==> config.mk <==
export PLATFORM = sky130hd
export DESIGN_NAME = sram_port_arbiter
export DESIGN_NICKNAME = d
export VERILOG_FILES = /design/src/rtl/sram_arb_pkg.sv /design/src/rtl/arb_burst_timer.sv /design/src/rtl/sram_port_arbiter.sv
export SDC_FILE = /design/constraint.sdc
export NUM_CORES = 1
export LEC_CHECK = 0
export ABC_AREA = 1
export BUFFER_PORTS_ARGS = -buffer_cell sky130_fd_sc_hd__clkbuf_2
export CORE_UTILIZATION = 36
export DETAILED_ROUTE_END_ITERATION = 8
export PLACE_DENSITY = 0.82
export RECOVER_POWER = 50
export SLEW_MARGIN = 30
export SYNTH_ARGS = -nofsm -noshare
export SYNTH_HDL_FRONTEND = slang
export SYNTH_HIERARCHICAL = 1
export SYNTH_SLANG_ARGS = --single-unit
==> constraint.sdc <==
create_clock -name CLK -period 1.95 [get_ports CLK]
set_input_delay 0.2925 -clock CLK [delete_from_list [all_inputs] [get_ports CLK]]
set_output_delay 0.2925 -clock CLK [all_outputs]
set_load 0.05 [all_outputs]
==> src/rtl/sram_arb_pkg.sv <==
// Shared types and constants for the three-master SRAM port arbiter.
package sram_arb_pkg;

   localparam int unsigned MEMORY_DATA_WIDTH = 8;
   localparam int unsigned MEMORY_ADDR_WIDTH = 9;

   // Master indices; their order is also the fixed priority order (LD > SPI > CPU)
   localparam int unsigned MST_LD  = 0;
   localparam int unsigned MST_SPI = 1;
   localparam int unsigned MST_CPU = 2;
   localparam int unsigned NUM_MST = 3;

   typedef enum logic [1:0] {
      IDLE    = 2'd0,
      OWN_LD  = 2'd1,
      OWN_SPI = 2'd2,
      OWN_CPU = 2'd3
   } arb_state_e;

   // Winner among the candidate requesters; prefer_cpu breaks a SPI/CPU tie
   function automatic arb_state_e arb_pick(input logic [NUM_MST-1:0] cand,
                                           input logic prefer_cpu);
      arb_state_e st;
      st = IDLE;
      if (cand[MST_LD])                         st = OWN_LD;
      else if (cand[MST_SPI] && cand[MST_CPU])  st = prefer_cpu ? OWN_CPU : OWN_SPI;
      else if (cand[MST_SPI])                   st = OWN_SPI;
      else if (cand[MST_CPU])                   st = OWN_CPU;
      return st;
   endfunction

endpackage

==> src/rtl/arb_burst_timer.sv <==
// Burst-length timer: counts owned cycles while another master waits and
// flags when the owner has used up its burst allowance (MAX_BURST = 0: never).
module arb_burst_timer #(
   parameter int unsigned MAX_BURST       = 16,
   parameter int unsigned BURST_CNT_WIDTH = 5
) (
   input  logic clk_i,
   input  logic rst_i,
   input  logic active_i,
   input  logic others_wait_i,
   input  logic owner_change_i,
   output logic expire_c_o
);

   localparam logic                       LIMIT_EN = (MAX_BURST != 0);
   localparam logic [BURST_CNT_WIDTH-1:0] LAST_CNT = BURST_CNT_WIDTH'(MAX_BURST - 1);

   logic [BURST_CNT_WIDTH-1:0] burst_cnt_q;
   logic [BURST_CNT_WIDTH-1:0] burst_cnt_d;

   // Count only while contended and the owner is unchanged; otherwise restart
   always_comb begin
      burst_cnt_d = '0;
      if (active_i && others_wait_i && !owner_change_i) begin
         burst_cnt_d = burst_cnt_q + BURST_CNT_WIDTH'(1);
      end
   end

   // Counter register
   always_ff @(posedge clk_i) begin
      if (rst_i) burst_cnt_q <= '0;
      else       burst_cnt_q <= burst_cnt_d;
   end

   assign expire_c_o = LIMIT_EN && active_i && others_wait_i && (burst_cnt_q == LAST_CNT);

endmodule

==> src/rtl/sram_port_arbiter.sv <==
// Registered request/grant arbiter for the shared single-port SRAM (LD, SPI, CPU).
// Define SRAM_ARB_RR_EN to round-robin SPI/CPU ties; otherwise SPI beats CPU.
module sram_port_arbiter #(
   parameter int unsigned MEMORY_DATA_WIDTH = sram_arb_pkg::MEMORY_DATA_WIDTH,
   parameter int unsigned MEMORY_ADDR_WIDTH = sram_arb_pkg::MEMORY_ADDR_WIDTH,
   parameter int unsigned MAX_BURST         = 16,
   parameter int unsigned BURST_CNT_WIDTH   = 5
) (
   input  logic                         CLK,
   input  logic                         RST,
   input  logic                         ld_req,
   input  logic                         cpu_req,
   input  logic                         spi_req,
   input  logic                         ld_en,
   input  logic                         cpu_en,
   input  logic                         spi_en,
   input  logic                         ld_we,
   input  logic                         cpu_we,
   input  logic                         spi_we,
   input  logic [MEMORY_ADDR_WIDTH-1:0] ld_addr,
   input  logic [MEMORY_ADDR_WIDTH-1:0] cpu_addr,
   input  logic [MEMORY_ADDR_WIDTH-1:0] spi_addr,
   input  logic [MEMORY_DATA_WIDTH-1:0] ld_din,
   input  logic [MEMORY_DATA_WIDTH-1:0] cpu_din,
   input  logic [MEMORY_DATA_WIDTH-1:0] spi_din,
   output logic                         ld_gnt,
   output logic                         cpu_gnt,
   output logic                         spi_gnt,
   output logic                         ld_qvld,
   output logic                         cpu_qvld,
   output logic                         spi_qvld,
   output logic [MEMORY_DATA_WIDTH-1:0] rdata,
   output logic                         CEN_after_mux,
   output logic                         WEN_after_mux,
   output logic [MEMORY_ADDR_WIDTH-1:0] A_after_mux,
   output logic [MEMORY_DATA_WIDTH-1:0] D_after_mux,
   input  logic [MEMORY_DATA_WIDTH-1:0] Q_from_SRAM
);

   import sram_arb_pkg::*;

   arb_state_e         state_q, state_d;
   logic [NUM_MST-1:0] gnt_q, gnt_d;
   logic [NUM_MST-1:0] qvld_q, qvld_d;
   logic [NUM_MST-1:0] req_v;
   logic               prefer_cpu;
   logic               burst_active;
   logic               others_wait;
   logic               owner_change;
   logic               expire;

   // Request vector indexed by master
   always_comb begin
      req_v          = '0;
      req_v[MST_LD]  = ld_req;
      req_v[MST_SPI] = spi_req;
      req_v[MST_CPU] = cpu_req;
   end

   // Contention seen by the current SPI/CPU owner (LD bursts are never limited)
   always_comb begin
      others_wait  = 1'b0;
      burst_active = 1'b0;
      case (state_q)
         OWN_SPI: begin burst_active = 1'b1; others_wait = ld_req | cpu_req; end
         OWN_CPU: begin burst_active = 1'b1; others_wait = ld_req | spi_req; end
         default: ;
      endcase
   end

   // Next owner: release or burst expiry hands over to the best remaining requester
   always_comb begin
      state_d = state_q;
      case (state_q)
         IDLE:    state_d = arb_pick(req_v, prefer_cpu);
         OWN_LD:  if (!ld_req) state_d = arb_pick(req_v & 3'b110, prefer_cpu);
         OWN_SPI: if (!spi_req || expire) state_d = arb_pick(req_v & 3'b101, prefer_cpu);
         OWN_CPU: if (!cpu_req || expire) state_d = arb_pick(req_v & 3'b011, prefer_cpu);
         default: state_d = IDLE;
      endcase
   end

   assign owner_change = (state_d != state_q);

   arb_burst_timer #(
      .MAX_BURST       (MAX_BURST),
      .BURST_CNT_WIDTH (BURST_CNT_WIDTH)
   ) u_burst_timer (
      .clk_i          (CLK),
      .rst_i          (RST),
      .active_i       (burst_active),
      .others_wait_i  (others_wait),
      .owner_change_i (owner_change),
      .expire_c_o     (expire)
   );

`ifdef SRAM_ARB_RR_EN
   logic rr_q, rr_d;

   // Whoever just lost a SPI/CPU handover is preferred on the next tie
   always_comb begin
      rr_d = rr_q;
      if (owner_change) begin
         if (state_d == OWN_SPI && cpu_req)      rr_d = 1'b1;
         else if (state_d == OWN_CPU && spi_req) rr_d = 1'b0;
      end
   end

   // Round-robin pointer register
   always_ff @(posedge CLK) begin
      if (RST) rr_q <= 1'b0;
      else     rr_q <= rr_d;
   end

   assign prefer_cpu = rr_q;
`else
   assign prefer_cpu = 1'b0;
`endif

   // Grant follows the next state; read-valid follows a granted read by one cycle
   always_comb begin
      gnt_d          = '0;
      gnt_d[MST_LD]  = (state_d == OWN_LD);
      gnt_d[MST_SPI] = (state_d == OWN_SPI);
      gnt_d[MST_CPU] = (state_d == OWN_CPU);
      qvld_d          = '0;
      qvld_d[MST_LD]  = gnt_q[MST_LD]  & ld_en  & ~ld_we;
      qvld_d[MST_SPI] = gnt_q[MST_SPI] & spi_en & ~spi_we;
      qvld_d[MST_CPU] = gnt_q[MST_CPU] & cpu_en & ~cpu_we;
   end

   // State, grant and read-valid registers
   always_ff @(posedge CLK) begin
      if (RST) begin
         state_q <= IDLE;
         gnt_q   <= '0;
         qvld_q  <= '0;
      end else begin
         state_q <= state_d;
         gnt_q   <= gnt_d;
         qvld_q  <= qvld_d;
      end
   end

   // SRAM pin mux from the owner only; nothing is issued while in reset
   always_comb begin
      CEN_after_mux = 1'b1;
      WEN_after_mux = 1'b1;
      A_after_mux   = '0;
      D_after_mux   = '0;
      if (!RST) begin
         case (state_q)
            OWN_LD: if (ld_en) begin
               CEN_after_mux = 1'b0; WEN_after_mux = ~ld_we;
               A_after_mux   = ld_addr; D_after_mux = ld_din;
            end
            OWN_SPI: if (spi_en) begin
               CEN_after_mux = 1'b0; WEN_after_mux = ~spi_we;
               A_after_mux   = spi_addr; D_after_mux = spi_din;
            end
            OWN_CPU: if (cpu_en) begin
               CEN_after_mux = 1'b0; WEN_after_mux = ~cpu_we;
               A_after_mux   = cpu_addr; D_after_mux = cpu_din;
            end
            default: ;
         endcase
      end
   end

   assign ld_gnt   = gnt_q[MST_LD];
   assign spi_gnt  = gnt_q[MST_SPI];
   assign cpu_gnt  = gnt_q[MST_CPU];
   assign ld_qvld  = qvld_q[MST_LD];
   assign spi_qvld = qvld_q[MST_SPI];
   assign cpu_qvld = qvld_q[MST_CPU];
   assign rdata    = Q_from_SRAM;

endmodule

### After elaboration in Yosys (flattened, before gate mapping)

Index checks and enable logic that the tools add are counted.

| operators by class | value |
|---|---|
| $add $sub $neg | 1 |
| multiply operators | 0 |
| divide/modulo/power cells | 0 |
| order comparisons | 0 |
| equal/unequal tests | 8 |
| shift-type cells | 0 |
| muxes and demuxes | 33 |
| bitwise logic cells | 12 |
| reduce and logical (&&, ||, !) cells | 12 |

Operator list:

| cell | number |
|---|---|
| 2-to-1 mux 9 bit | 4 |
| 2-to-1 mux 8 bit | 4 |
| one-hot mux 9 bit (3 select lines) | 1 |
| one-hot mux 8 bit (3 select lines) | 1 |
| 2-to-1 mux 2 bit | 10 |
| 2-to-1 mux 1 bit | 9 |
| equality test 2 bit (second input constant) | 4 |
| one-hot mux 2 bit (4 select lines) | 1 |
| AND 1 bit | 6 |
| one-hot mux 1 bit (3 select lines) | 2 |
| adder 5 x 1 -> 5 bit (second input constant) | 1 |
| equality test 5 x 4 -> 1 bit (second input constant) | 1 |
| equality test 2 x 1 -> 1 bit (second input constant) | 2 |
| logical AND 1 bit | 4 |
| NOT 1 bit | 4 |
| OR reduction 2 bit | 2 |
| zero test 1 bit | 3 |
| zero test 2 bit | 1 |
| logical OR 1 bit | 2 |
| != test 2 bit | 1 |
| OR 1 bit | 2 |
| one-hot mux 1 bit (2 select lines) | 1 |

| word-level totals | value |
|---|---|
| flip-flop bits (word level) | 13 |
| bits in latches | 0 |
| bits in writable memories | 0 |
| ROM bits | 0 |
| input port bits | 70 |
| output and inout bits | 33 |
| memories kept | 0 |

### Logic depth before layout (Yosys ltp)

| depth | value |
|---|---|
| word-level depth | 13 |
| depth in mapped cells | 19 |

### By module

The synthesis kept the hierarchy.

Modules (own cells, without submodules):

| module | instances | cells an instance | area an instance (sq um) | seq. area each (sq um) |
|---|---|---|---|---|
| sram_port_arbiter | 1 | 191 | 1,042.2 | 160.2 |
| arb_burst_timer | 1 | 30 | 241.5 | 100.1 |

### Least setup slack after synthesis

OpenSTA, ideal clock, no wires.

| timing path | value |
|---|---|
| path type | register to register |
| start | register state_q[0] |
| end | register u_burst_timer.burst_cnt_q[2] |
| library setup time | 0.116 ns |
| data arrival time | 1.727 ns |
| data required time | 1.834 ns |
| path slack | 0.107 ns |
| cell stages (with the launch flop) | 20 |
| buffers on the path | 0 |
| clock period less this slack | 1.843 ns |
| cell sequence | dfxtp_1 -> nand2_1 -> inv_1 -> nor2_1 -> o21ai_0 -> inv_1 -> nand2_2 -> nor2_1 -> inv_1 -> nand2_1 -> nand2_1 -> nand2_1 -> nand3_1 -> nand2_1 -> nand3_1 -> inv_1 -> nand2_1 -> nor2_4 -> inv_2 -> nor2_1 |

RTL lines:

| what | RTL line | text |
|---|---|---|
| start: declaration | sram_port_arbiter.sv:42 | `arb_state_e state_q, state_d;` |
| start signal: assignment | sram_port_arbiter.sv:139 | `state_q <= state_d;` |
| equality test 2 bit | sram_port_arbiter.sv:64 | `case (state_q)` |
| one-hot mux 1 bit (2 select lines) * | sram_port_arbiter.sv:64 |  |
| named net others_wait | sram_port_arbiter.sv:48 | `logic others_wait;` |
| logical AND 1 bit * (2 in series) | arb_burst_timer.sv:35 | `assign expire_c_o = LIMIT_EN && active_i && others_wait_i && (burst_cnt_q == LAST_CNT);` |
| named net expire | sram_port_arbiter.sv:50 | `logic expire;` |
| logical OR 1 bit, on equally long branches | sram_port_arbiter.sv:78, sram_port_arbiter.sv:77 |  |
| 2-to-1 mux 2 bit, on equally long branches | sram_port_arbiter.sv:78, sram_port_arbiter.sv:77 |  |
| one-hot mux 2 bit (4 select lines) * | sram_port_arbiter.sv:74 | `case (state_q)` |
| != test 2 bit * | sram_port_arbiter.sv:83 | `assign owner_change = (state_d != state_q);` |
| named net owner_change | sram_port_arbiter.sv:49 | `logic owner_change;` |
| zero test 1 bit * | arb_burst_timer.sv:24 | `if (active_i && others_wait_i && !owner_change_i) begin` |
| logical AND 1 bit * | arb_burst_timer.sv:24 |  |
| NOT 1 bit (no source line) * | -- |  |
| OR reduction 2 bit (no source line) * | -- |  |
| end signal: assignment | arb_burst_timer.sv:32 | `else burst_cnt_q <= burst_cnt_d;` |
| end: declaration | arb_burst_timer.sv:18 | `logic [BURST_CNT_WIDTH-1:0] burst_cnt_q;` |

Mark *: on every way through the listed nets, which the timed path passes. The rest lies on a longest branch.
A chain may end at the register's enable or synchronous reset.

### Worst setup path in the final report

| timing path | value |
|---|---|
| start | register state_q[0] |
| end | output port A_after_mux[7] |

| between the ends | value |
|---|---|
| longest elaborated chain between the ends | 3 |

RTL lines:

| what | RTL line | text |
|---|---|---|
| equality test 2 bit or equality test 2 x 1 -> 1 bit (tied branches) | sram_port_arbiter.sv:152 | `case (state_q)` |
| one-hot mux 9 bit (3 select lines) * | sram_port_arbiter.sv:152 |  |
| 2-to-1 mux 9 bit * | sram_port_arbiter.sv:151 | `if (!RST) begin` |
| end: declaration | sram_port_arbiter.sv:35 | `output logic [MEMORY_ADDR_WIDTH-1:0] A_after_mux,` |

Mark *: on every way between the ends. The rest lies on a longest branch, timed or not.

==> results.cfg <==
[timing]
finalCriticalPeriod_ns = 1.920
drv_slew = 0
max_freq_mhz = 520.8
period_share_pct = 98.47
tightest_slew_ns = 0.5853
clock_skew_ns = 0.003489
rsz0062_at_grt = yes
hold_violations = 0
fin_setup_tns_ns = 0
setup_viol = 0
timing.slew.headroom_pct = 61.15

[yosys]
syn_nets = 293
synth_edf_count = 0
avgSynthCellArea_um2 = 5.809
synthCells = 221
synth_top_area_cell = nand2_1
ys_async_sr_fraction_pct = 0
synth_cell_types = 24
synth_ff_type = dfxtp_1
synth_area_um2 = 1284
ys_top_cells_by_count = nand2_1, inv_1, nand3_1
ys.warnings.count = 6
ys_seq_area_share_pct = 20.27
netlist.area_leader.share_pct = 25.73
synth.most_common_cell = nand2_1
ys_ff_latch = 13
synth_area_leaders = nand2_1, dfxtp_1, inv_1, nand3_1, buf_4

[place]
place_hpwl_mm = 2.620
gp_routability_congestion = 0.8107
io_buffers = 86
placed_cells = 347

[route]
first_iter_violations = 53
drt_first_pass_iters = 4
drt-total-wl_mm = 4.389
via_count = 1670
drc_errors = 0
met2_length_mm = 2.503
maxUsedRoutingLayer = met4
viasPerCell = 4.626
drt-met1-wl_mm = 1.524
drtAntennaViolNets = 0
detail_route.wl_per_cell_um = 12.16
route.met3.wl_um = 288

[setup_path]
start_kind = flop
crit_path_max_fanout = 4
crit_arrival_ns = 1.63
crit_type = flop to primary output
worstPathRequired_ns = 1.66
crit_path_end_kind = primary output

[die]
ioPinCount = 103
die_y_um = 61.72
placementRows = 21
core_um2 = 3363
die-area_um2 = 3809
die_w_um = 61.72
start_util_pct = 38.17

[clock_tree]
insertion_delay_ns = 0.28
cts_root_buf = clkbuf_4
cts_tree = yes
numCtsBuffers = 3
cts_max_path_buffers = 2
cts_sinks = 13
htree_levels = 1
clk_pin_slew_ns = 0.08
cts_hold_buf = 0

[layout]
drive_above_1_share_pct = 56.51
final_core_util_pct = 65.33
fin_cells = 361
nets = 388
syn2layout_area_growth_pct = 71.15
antenna_cells = 0

[grt]
grtUsageTotal_pct = 14.94
grt_max_degree = 18
grt_remaining_overflow = 0
grt_pass1_wl_mm = 4.264
first_global_vias = 1076
antenna_found_initial = 0

[pwr]
seq_power_share_pct = 32.4
total_power_w = 0.0008836
p_switching_w = 0.0003576
internal_power_w = 0.0005260
p_sw_share_pct = 40.47
pwr-share-comb_pct = 48.5
powerDensity_nw_per_um2 = 402.2
clockPowerShare_pct = 19.1
ir_drop_mv = 0.4335
p_leak_nw = 1.334

[min_path]
hold_class = input pin to flop

[flow_run]
cap_violations = 0

[status]
status = complete, no violations
[placed cells by master, fill, tap and decap left out, types with 2 or more instances in the layout]
master | netlist | routed
buf_12 | 1 | 3
buf_4 | 10 | 12
buf_6 | 0 | 8
buf_8 | 1 | 9
clkbuf_1 | 0 | 2
clkbuf_2 | 0 | 68
clkbuf_4 | 0 | 3
dfxtp_1 | 13 | 9
dfxtp_2 | 0 | 3
inv_1 | 35 | 23
inv_2 | 4 | 13
inv_4 | 0 | 3
nand2_1 | 88 | 74
nand2_2 | 9 | 18
nand2_4 | 0 | 5
nand3_1 | 24 | 8
nand3_2 | 1 | 17
nor2_1 | 12 | 9
nor2_2 | 1 | 3
nor2_4 | 3 | 6
nor2_8 | 2 | 2
nor3_1 | 3 | 3
o21ai_0 | 4 | 2
o21ai_1 | 0 | 2
[through the flow]
stage	cell area, µm²	setup slack (ns)	hold slack, ns
6_report	2197	0.02986	0.1855
5_1_grt	2197	-0.09591	0.1849
4_1_cts	1847	0.0006158	0.1812
3_5_place_dp	1724	-0.02237	0.4325
3_3_place_gp	1724	0.1111	0.4253
2_1_floorplan	1284	0.1075	0.3646
[metal layers]
metal	track usage, %	up-vias
li1	-	848
met1	16.84	742
met2	27.19	70
met3	4.348	10
met4	4.444	0
met5	0	-
[sequential cells by signal, summed over array words and instances (netlist names)]
signal	cells
u_burst_timer/burst_cnt_q	5
qvld_q	3
state_q	2
gnt_q	3
[logic make-up after synthesis]
logic type | share of synthesized area (%)
AND/OR/NAND/NOR | 51.66
buffers and inverters | 22.12
flip-flops | 20.27
AO/OA/AOI/OAI | 3.314
adder cells (fa/ha/maj) | 1.949
XOR/XNOR | 0.6824
[final timing paths]
check | startpoint | end | slack, ns | depth (start not counted)
setup / recovery | state_q[0] | A_after_mux[7] | 0.03 | 10
hold / removal | cpu_we | qvld_q[2] | 0.19 | 2
setup reg to reg | u_burst_timer/burst_cnt_q[0] | u_burst_timer/burst_cnt_q[3] | 0.11 | 18
hold reg to reg | gnt_q[1] | qvld_q[1] | 0.44 | 2
[cell type report]
class | count | area [µm²]
inverters | 40 | 171.4
clock buffers | 4 | 26.28
fillers | 288 | 1166
flip-flops and latches | 13 | 267.8
multi-input cells | 156 | 929.6
well taps | 46 | 57.56
repair buffers | 102 | 744.5
[timing repair]
item / 4_1_cts / 5_1_grt
pin swaps: 1 / 18
endpoints found under the setup margin: 22 / 22
resized for setup: 20 / 102
cloned: 0 / 3
setup buffers: 2 / 5
[power groups by stage]
stage / sequential [W] / clock, W / combinational, W
finish: 0.000287 / 0.000169 / 0.000428
detailed placement: 0.000289 / 0 / 0.000332
CTS: 0.000283 / 0.000173 / 0.000352
global route: 0.000289 / 0.000189 / 0.000460
global placement: 0.000289 / 0 / 0.000329
floorplan: 0.000310 / 0 / 0.000240
[critical path: stages, from the launching register on]
cell	delay (ns)
dfxtp_2	0.35
buf_4	0.15
nor2_4	0.11
inv_4	0.06
nor2_8	0.14
clkbuf_16	0.17
nand2_4	0.04
nand3_2	0.06
nand2_2	0.05
inv_2	0.08
buf_8	0.14
No activity file was read; power rests on OpenSTA's default activity.
